## config.mk

```make
export PLATFORM = sky130hd
export DESIGN_NAME = encoder_speed_meter
export DESIGN_NICKNAME = d
export VERILOG_FILES = /design/src/rtl/encoder_speed_meter.sv
export SDC_FILE = /design/constraint.sdc
export NUM_CORES = 1
export LEC_CHECK = 0
export BUFFER_PORTS_ARGS = -buffer_cell sky130_fd_sc_hd__buf_2
export CORE_ASPECT_RATIO = 2
export CORE_MARGIN = 5
export CORE_UTILIZATION = 70
export DETAILED_ROUTE_END_ITERATION = 6
export PLACE_DENSITY_LB_ADDON = 0.12
export SYNTH_ARGS = -nofsm -noshare
export SYNTH_HDL_FRONTEND = slang
export SYNTH_SLANG_ARGS = --single-unit
```

## constraint.sdc

```tcl
create_clock -name ENCODER_SPEED_CLOCK -period 11.5 [get_ports ENCODER_SPEED_CLOCK]
set_input_delay 1.15 -clock ENCODER_SPEED_CLOCK [delete_from_list [all_inputs] [get_ports ENCODER_SPEED_CLOCK]]
set_output_delay 1.15 -clock ENCODER_SPEED_CLOCK [all_outputs]
set_load 0.02 [all_outputs]
```

## src/rtl/encoder_speed_meter.sv

```systemverilog
// Quadrature encoder speed meter: synchronise A/B, decode 4x, count edges per window,
// then convert the window count to RPM, signed Q15 rad/s and a direction code.
module encoder_speed_meter #(
  parameter int unsigned CNT_WIDTH     = 16,
  parameter int unsigned SAMPLE_CYCLES = 500000,
  parameter int unsigned RPM_DATA      = 8,
  parameter int unsigned RPM_MULT      = 1164,
  parameter int unsigned RPM_SHIFT     = 8,
  parameter int unsigned N_WIDTH       = 32,
  parameter int unsigned Q_WIDTH       = 15,
  parameter int          W_MULT        = 15598
) (
  input  logic                ENCODER_SPEED_CLOCK,
  input  logic                ENCODER_SPEED_RESET_InHigh,
  input  logic                ENCODER_SPEED_ENCODERA_In,
  input  logic                ENCODER_SPEED_ENCODERB_In,
  output logic [RPM_DATA-1:0] ENCODER_SPEED_RPM_OutBus,
  output logic [N_WIDTH-1:0]  ENCODER_SPEED_W_OutBus,
  output logic [1:0]          ENCODER_SPEED_DIR_OutBus,
  output logic                ENCODER_SPEED_VALID_Out,
  output logic                ENCODER_SPEED_ERR_Out
);

  localparam int WinW  = (SAMPLE_CYCLES > 1) ? $clog2(SAMPLE_CYCLES) : 1;
  localparam int AccW  = CNT_WIDTH + 1;
  localparam int RpmPW = CNT_WIDTH + 32;
  // Wide enough that the signed product never clips before the explicit saturation.
  localparam int WBase = CNT_WIDTH + 33 + Q_WIDTH;
  localparam int WPW   = (WBase > N_WIDTH + 1) ? WBase : N_WIDTH + 1;

  localparam logic [WinW-1:0]             WinLast  = WinW'(SAMPLE_CYCLES - 1);
  localparam logic signed [CNT_WIDTH-1:0] AccMax   = {1'b0, {(CNT_WIDTH-1){1'b1}}};
  localparam logic signed [CNT_WIDTH-1:0] AccMin   = ~AccMax;
  localparam logic [RpmPW-1:0]            RpmLimit = RpmPW'((64'd1 << RPM_DATA) - 64'd1);
  localparam logic signed [WPW-1:0]       WMax     = WPW'({1'b0, {(N_WIDTH-1){1'b1}}});
  localparam logic signed [WPW-1:0]       WMin     = ~WMax;

  logic                        clk, rst;
  logic                        a_meta_q, a_sync_q, b_meta_q, b_sync_q;
  logic [1:0]                  s, prev_q;
  logic                        prime_q;
  logic signed [1:0]           delta;
  logic                        illegal;
  logic signed [AccW-1:0]      acc_sum;
  logic signed [CNT_WIDTH-1:0] acc_q, acc_sat;
  logic [WinW-1:0]             win_q;
  logic                        terminal;
  logic signed [CNT_WIDTH-1:0] c_q;
  logic [CNT_WIDTH-1:0]        mag, mag_q;
  logic                        v1_q;
  logic [RpmPW-1:0]            rpm_prod, rpm_shift;
  logic [RPM_DATA-1:0]         rpm_d, rpm_q;
  logic signed [WPW-1:0]       w_prod;
  logic [N_WIDTH-1:0]          w_d, w_q;
  logic [1:0]                  dir_d, dir_q;
  logic                        valid_q, err_q;

  assign clk = ENCODER_SPEED_CLOCK;
  assign rst = ENCODER_SPEED_RESET_InHigh;
  assign s   = {a_sync_q, b_sync_q};

  always_ff @(posedge clk) begin
    if (rst) begin
      a_meta_q <= 1'b0;
      a_sync_q <= 1'b0;
      b_meta_q <= 1'b0;
      b_sync_q <= 1'b0;
      prime_q  <= 1'b1;
      prev_q   <= 2'b00;
      err_q    <= 1'b0;
    end else begin
      a_meta_q <= ENCODER_SPEED_ENCODERA_In;
      a_sync_q <= a_meta_q;
      b_meta_q <= ENCODER_SPEED_ENCODERB_In;
      b_sync_q <= b_meta_q;
      prime_q  <= 1'b0;
      prev_q   <= s;
      err_q    <= illegal;
    end
  end

  // Prime cycle only captures PREV so the reset value of S is never counted.
  always_comb begin
    delta   = 2'sd0;
    illegal = 1'b0;
    if (!prime_q) begin
      unique case ({prev_q, s})
        4'b00_10, 4'b10_11, 4'b11_01, 4'b01_00: delta = 2'sd1;
        4'b10_00, 4'b11_10, 4'b01_11, 4'b00_01: delta = -2'sd1;
        4'b00_11, 4'b11_00, 4'b01_10, 4'b10_01: illegal = 1'b1;
        default: ;
      endcase
    end
  end

  always_comb begin
    acc_sum = AccW'(acc_q) + AccW'(delta);
    if (acc_sum[AccW-1] != acc_sum[AccW-2]) begin
      acc_sat = acc_sum[AccW-1] ? AccMin : AccMax;
    end else begin
      acc_sat = acc_sum[CNT_WIDTH-1:0];
    end
    terminal = (win_q == WinLast);
    mag      = acc_sat[CNT_WIDTH-1] ? -acc_sat : acc_sat;
  end

  // The terminal-cycle delta is folded into C, and ACC restarts from zero.
  always_ff @(posedge clk) begin
    if (rst) begin
      acc_q <= '0;
      win_q <= '0;
      v1_q  <= 1'b0;
      c_q   <= '0;
      mag_q <= '0;
    end else begin
      v1_q <= terminal;
      if (terminal) begin
        acc_q <= '0;
        win_q <= '0;
        c_q   <= acc_sat;
        mag_q <= mag;
      end else begin
        acc_q <= acc_sat;
        win_q <= win_q + 1'b1;
      end
    end
  end

  always_comb begin
    rpm_prod  = RpmPW'(mag_q) * RpmPW'(RPM_MULT);
    rpm_shift = rpm_prod >> RPM_SHIFT;
    rpm_d     = (rpm_shift > RpmLimit) ? '1 : rpm_shift[RPM_DATA-1:0];

    w_prod = WPW'(c_q) * WPW'(W_MULT);
    if (w_prod > WMax) begin
      w_d = WMax[N_WIDTH-1:0];
    end else if (w_prod < WMin) begin
      w_d = WMin[N_WIDTH-1:0];
    end else begin
      w_d = w_prod[N_WIDTH-1:0];
    end

    if (c_q == '0) begin
      dir_d = 2'b00;
    end else if (c_q[CNT_WIDTH-1]) begin
      dir_d = 2'b10;
    end else begin
      dir_d = 2'b01;
    end
  end

  always_ff @(posedge clk) begin
    if (rst) begin
      valid_q <= 1'b0;
      rpm_q   <= '0;
      w_q     <= '0;
      dir_q   <= 2'b00;
    end else begin
      valid_q <= v1_q;
      if (v1_q) begin
        rpm_q <= rpm_d;
        w_q   <= w_d;
        dir_q <= dir_d;
      end
    end
  end

  assign ENCODER_SPEED_RPM_OutBus = rpm_q;
  assign ENCODER_SPEED_W_OutBus   = w_q;
  assign ENCODER_SPEED_DIR_OutBus = dir_q;
  assign ENCODER_SPEED_VALID_Out  = valid_q;
  assign ENCODER_SPEED_ERR_Out    = err_q;

endmodule

```

After elaboration in Yosys (flattened, before gate mapping) --
Cells that the tools add are included.
Storage, ports and cells: flip-flop bits (word level) 119, input port bits 4, output and inout bits 44, logic and storage cells 56
Operators by class: $add $sub $neg 3, multiply operators 2, magnitude comparators 3, equality and inequality tests 14, muxes and demuxes 12, reduce and logical (&&, ||, !) cells 6
Operator list (count):
- 32-bit 2-to-1 mux | 2
- 16-bit 2-to-1 mux | 3
- 31-bit by 32-bit > comparator with 1-bit output, second input constant | 1
- 31-bit by 32-bit less-than comparator with 1-bit output, second input constant | 1
- 16-bit by 14-bit multiplier with 30-bit output, second input constant | 1
- 16-bit by 9-bit multiplier with 25-bit output, second input constant | 1
- 4-bit == test, second input constant | 6
- 19-bit by 1-bit adder with 19-bit output, second input constant | 1
- 19-bit == test, second input constant | 1
- 19-bit by 8-bit > comparator with 1-bit output, second input constant | 1
- 16-bit by 2-bit adder with 17-bit output | 1
- 16-bit zero test | 1
- 16-bit negator | 1
- 4-bit by 3-bit == test with 1-bit output, second input constant | 3
- 4-bit OR reduction | 3
- 4-bit by 2-bit == test with 1-bit output, second input constant | 2
- 8-bit 2-to-1 mux | 1
- 2-bit 2-to-1 mux | 3
- 4-bit by 1-bit == test with 1-bit output, second input constant | 1
- 2-bit case mux with 2 select lines | 1
- 2-bit OR reduction | 2
- 1-bit 2-to-1 mux | 2
- 1-bit != test | 1

Depth between registers and ports, before layout --
word-level depth 9, mapped depth 25, mapped depth without buffers 23

Worst setup path before layout --
OpenSTA, ideal clock, no wires.
path kind register -> register, start point reg c_q[15], end point reg w_q[31], in the netlist ENCODER_SPEED_W_OutBus[31], library setup time 0.074 ns, data arrival time 6.864 ns, data required time 11.426 ns, setup slack 4.562 ns, stages on the path, launching flop included 21, path buffers 1, clock period less this slack 6.938 ns, cell sequence dfxtp_1 clkbuf_1 inv_1 ha_1 inv_1 fa_1 inv_1 fa_1 fa_1 fa_1 inv_1 fa_1 inv_1 ha_1 and4_1 a221o_2 o41ai_4 o21ai_2 o311a_1 or4b_1 a31oi_1
Between the ends: longest elaborated chain between the ends 4, elaborated cells on any way between the ends 5, those cells by class mul (1); order compare (2); mux (2)
RTL lines:
- start, declared | line 48 | logic signed [CNT_WIDTH-1:0] c_q;
- start signal, assigned | line 120 | c_q <= acc_sat;
- 16-bit by 14-bit multiplier with 30-bit output (*) | line 134 | w_prod = WPW'(c_q) * WPW'(W_MULT);
- 31-bit by 32-bit less-than comparator with 1-bit output | line 137 | end else if (w_prod < WMin) begin
- 32-bit 2-to-1 mux | line 137
- 32-bit 2-to-1 mux (*) | line 135 | if (w_prod > WMax) begin
- end signal, assigned | line 162 | w_q <= w_d;
- end, declared | line 54 | logic [N_WIDTH-1:0] w_d, w_q;
Mark *: on every way between the ends. The rest lies on a longest branch, timed or not. A chain may end at the register's enable or synchronous reset.

Worst setup path in the final report --
start point reg c_q[14], end point reg w_q[31], in the netlist ENCODER_SPEED_W_OutBus[31]
Same word-level chain as after synthesis.

==> impl_results.md <==
- # DRC: 0
- Final hold vios: 0
- Largest fanout on the critical path: 6
- Worst slew pin tran: 1.12 ns
- Crit Path Category: flip-flop to flip-flop
- Peak supply drop: 131 uV
- Post-CTS Resized: 0
- Clk_lat worst skew: 0.44 ns
- Pwr dens: 90.3 nW/um^2
- Initial antenna violation count: 0
- Nets: 1,870
- Fin. max-slew vios: 0
- WL/cell: 19.1 microns
- Die area: 21,900 sq um
- Ranking of synthesized cells by area: fa_1 (20%), ha_1 (20%), dfxtp_1 (18%), inv_1 (7.7%), nor2_1 (4.1%)
- Yosys reg bits: 116
- Min Tclk post-route: 6.56 ns
- Post-synth EDFFs: 0
- Routed wire length: 33,500 microns
- CP Launch Type: flip-flop
- Io pins: 48
- Antenna fix cells: 0
- Initial Util: 0.707
- Hold Path Class: flip-flop to flip-flop
- RSZ-0062 raised after global routing: no
- Wire length of the first global-routing pass: 54,400 microns
- Post-Syn Area: 13,200 sq um
- CTS tree: yes
- Area grow syn2layout: 7.53%
- Post-Synthesis Cells: 1,488
- HPWL after DPL: 26,900 microns
- Starting DRT DRC Count: 464
- Setup crit end kind: flip-flop
- M1 GR Usage: 0.313
- DR vias/cell: 6.00
- Largest net degree at the start of global routing: 46
- Status: finished, final reports clean
- Clk sinks: 116
- CP arrival: 6.93 ns
- CP Data Required Time: 11.87 ns
- Cell Rows: 71
- Pre-antenna DRT Iters: 7
- Grt met3 use: 0.0322
- Normalized max-slew margin: 0.252
- Share of post-route cells with drive strength above 1: 0.0729
- CP max stage cell: fa_1
- Port Buf Inserts: 46
- Worst-path clk slew: 0.07 ns
- Async set-reset flop share out of synthesis: 0
- Synthesized area per cell: 8.87 sq um
- Root buf cell: clkbuf_16
- GR peak layer: met2
- Period utilisation layout: 0.571
- Vias post-DR: 10,527
- R2r setup slk: 4.94 ns
- Total of max-cap violations: 0
- RD Place Congestion: 0.969
- Hold slack final: 0.457 ns
- Power Total: 1.28 mW
- Synth area leader: fa_1
- CTS Hold Bufs: 0
- Met2 Use GR: 0.614
- Total CTS buffers: 17
- Synth top area share: 0.202
- Yosys Warn Count: 0
- CORE AREA: 18,700 sq um
- Max Clk Rate: 152 MHz
- Final setup TNS: 0 ns
- Total gr overflow: 0
- Primary FF master, synth: dfxtp_1
- Setup Skew: 0.0130 ns
- Die width: 107 microns
- Crit-path cells: inv_1, ha_1, inv_1, fa_1, inv_1, fa_1, fa_1, fa_1, inv_1, fa_1, inv_1, ha_1, and4_1, a221o_2, o41ai_4, o21ai_2, o311a_1, or4b_1, a31oi_1
- Synth cell types: 72
- Post-CTS setup buffers: 0
- Worst path max stage delay: 0.54 ns
- Final setup viols: 0
- Tot GR Track Use: 0.318
- Clock buffer depth: 2
- Syn Nets: 1,835
- Final core utilization: 0.761
- Post-route ant nets: 0
- Die height: 204 microns
- H-tree Lvls: 4
- LEAKAGE: 7.61 nW
- Sequential cell area fraction in the yosys report: 0.176
- Vias in the first global route: 11,356
==> final cells by class <==
cell class	count	area, sq um
Timing Repair Buffer	53	283
Inverter	270	1010
Multi-Input combinational cell	1065	9710
Clock inverter	14	153
Clock buffer	18	429
Tap cell	219	274
Fill cell	1350	4470
Sequential cell	116	2320
==> critical path, delay by kind of cell (launching register included) <==
kind | cells | cell delay, ns
buffers and inverters | 5 | 0.54
flip-flops | 1 | 0.46
AND/OR/NAND/NOR | 2 | 0.70
AO/OA/AOI/OAI | 5 | 1.44
adder cells (fa/ha/maj) | 7 | 3.35
==> layout by cell type, fill, tap and decap left out, types with 4 or more instances in the layout <==
cell	instances
nor2_1	145
ha_1	210
a21oi_1	52
o211ai_1	11
nand3_1	22
fa_1	133
o31ai_1	10
o21ai_0	36
a31oi_1	8
or3_1	7
a211o_1	4
o22ai_1	5
and3_1	15
a21boi_0	4
and2_1	7
a211oi_1	31
buf_4	7
nor3_1	26
xnor2_1	44
inv_1	269
clkbuf_16	17
xor2_1	43
nand2b_1	13
or2_2	10
nand4_1	7
dfxtp_1	115
mux2i_1	20
a21o_1	22
nand2_1	80
o21a_1	13
nor2b_1	19
buf_2	46
==> final timing paths <==
| kind | start | to | depth (start not counted) |
|---|---|---|---|
| max | c_q[14]$_SDFFE_PP0P_ | ENCODER_SPEED_W_OutBus[31]$_SDFFE_PP0P_ | 19 |
| min | win_q[0]$_SDFF_PP0_ | win_q[0]$_SDFF_PP0_ | 1 |
| max reg2reg | c_q[14]$_SDFFE_PP0P_ | ENCODER_SPEED_W_OutBus[31]$_SDFFE_PP0P_ | 19 |
| min reg2reg | win_q[0]$_SDFF_PP0_ | win_q[0]$_SDFF_PP0_ | 1 |
==> state kept, by name, summed over array words and instances, names as in the netlist <==
name                      flops
b_meta_q                      1
acc_q                        16
a_meta_q                      1
v1_q                          1
ENCODER_SPEED_W_OutBus       30
ENCODER_SPEED_DIR_OutBus      2
a_sync_q                      1
c_q                          16
prime_q                       1
win_q                        19
ENCODER_SPEED_RPM_OutBus      8
ENCODER_SPEED_ERR_Out         1
mag_q                        15
ENCODER_SPEED_VALID_Out       1
prev_q                        2
b_sync_q                      1
==> stage by stage <==
stage	std cells	area [sq um]	worst slack, ns
2_1_floorplan	1488	13200	4.56
3_3_place_gp	1723	13600	5.05
3_5_place_dp	1723	13600	4.91
4_1_cts	1755	14200	4.91
5_1_grt	1755	14200	4.59
6_report	1755	14200	4.94
==> synth_stat cells, drive strengths merged, types with 4 or more instances <==
library cell  instances
and2                  7
ha                  210
o31ai                10
xor2                 43
clkbuf               31
a21oi                53
nand4                 7
nand3                22
a31oi                 8
and3                 15
o22ai                 5
a211oi               31
xnor2                44
a21o                 22
nor3                 27
or2                  10
dfxtp               116
nand2                80
or3                   9
nand2b               13
a21boi                4
mux2i                20
o211ai               11
fa                  133
o21ai                38
o21a                 13
inv                 269
nor2b                19
a211o                 4
a2111oi               5
buf                   6
nor2                145
==> cells by family (layout without fill, tap and decap cells) <==
logic type	after synthesis	count (layout)	share of synthesized area
AO/OA/AOI/OAI	237	237	0.126
adder cells (fa/ha/maj)	343	343	0.401
buffers and inverters	307	355	0.0879
other	1	1	0.000284
AND/OR/NAND/NOR	376	376	0.135
flip-flops	116	116	0.176
XOR/XNOR	87	87	0.0577
multiplexers	21	21	0.0160
==> power by group <==
| part | switching [mW] | internal [mW] |
|---|---|---|
| Clock | 0.219 | 0.321 |
| Sequential | 0.0102 | 0.422 |
| Combinational | 0.209 | 0.0991 |
==> layer usage <==
layer / part of all wire / wire length, microns / up-vias
met4: 0.067 / 2240 / 0
met2: 0.57 / 19000 / 279
met3: 0.030 / 999 / 136
li1: - / - / 4982
met5: 0 / 0 / -
met1: 0.34 / 11300 / 5130
Note: power is estimated with default switching activity, not from simulation.
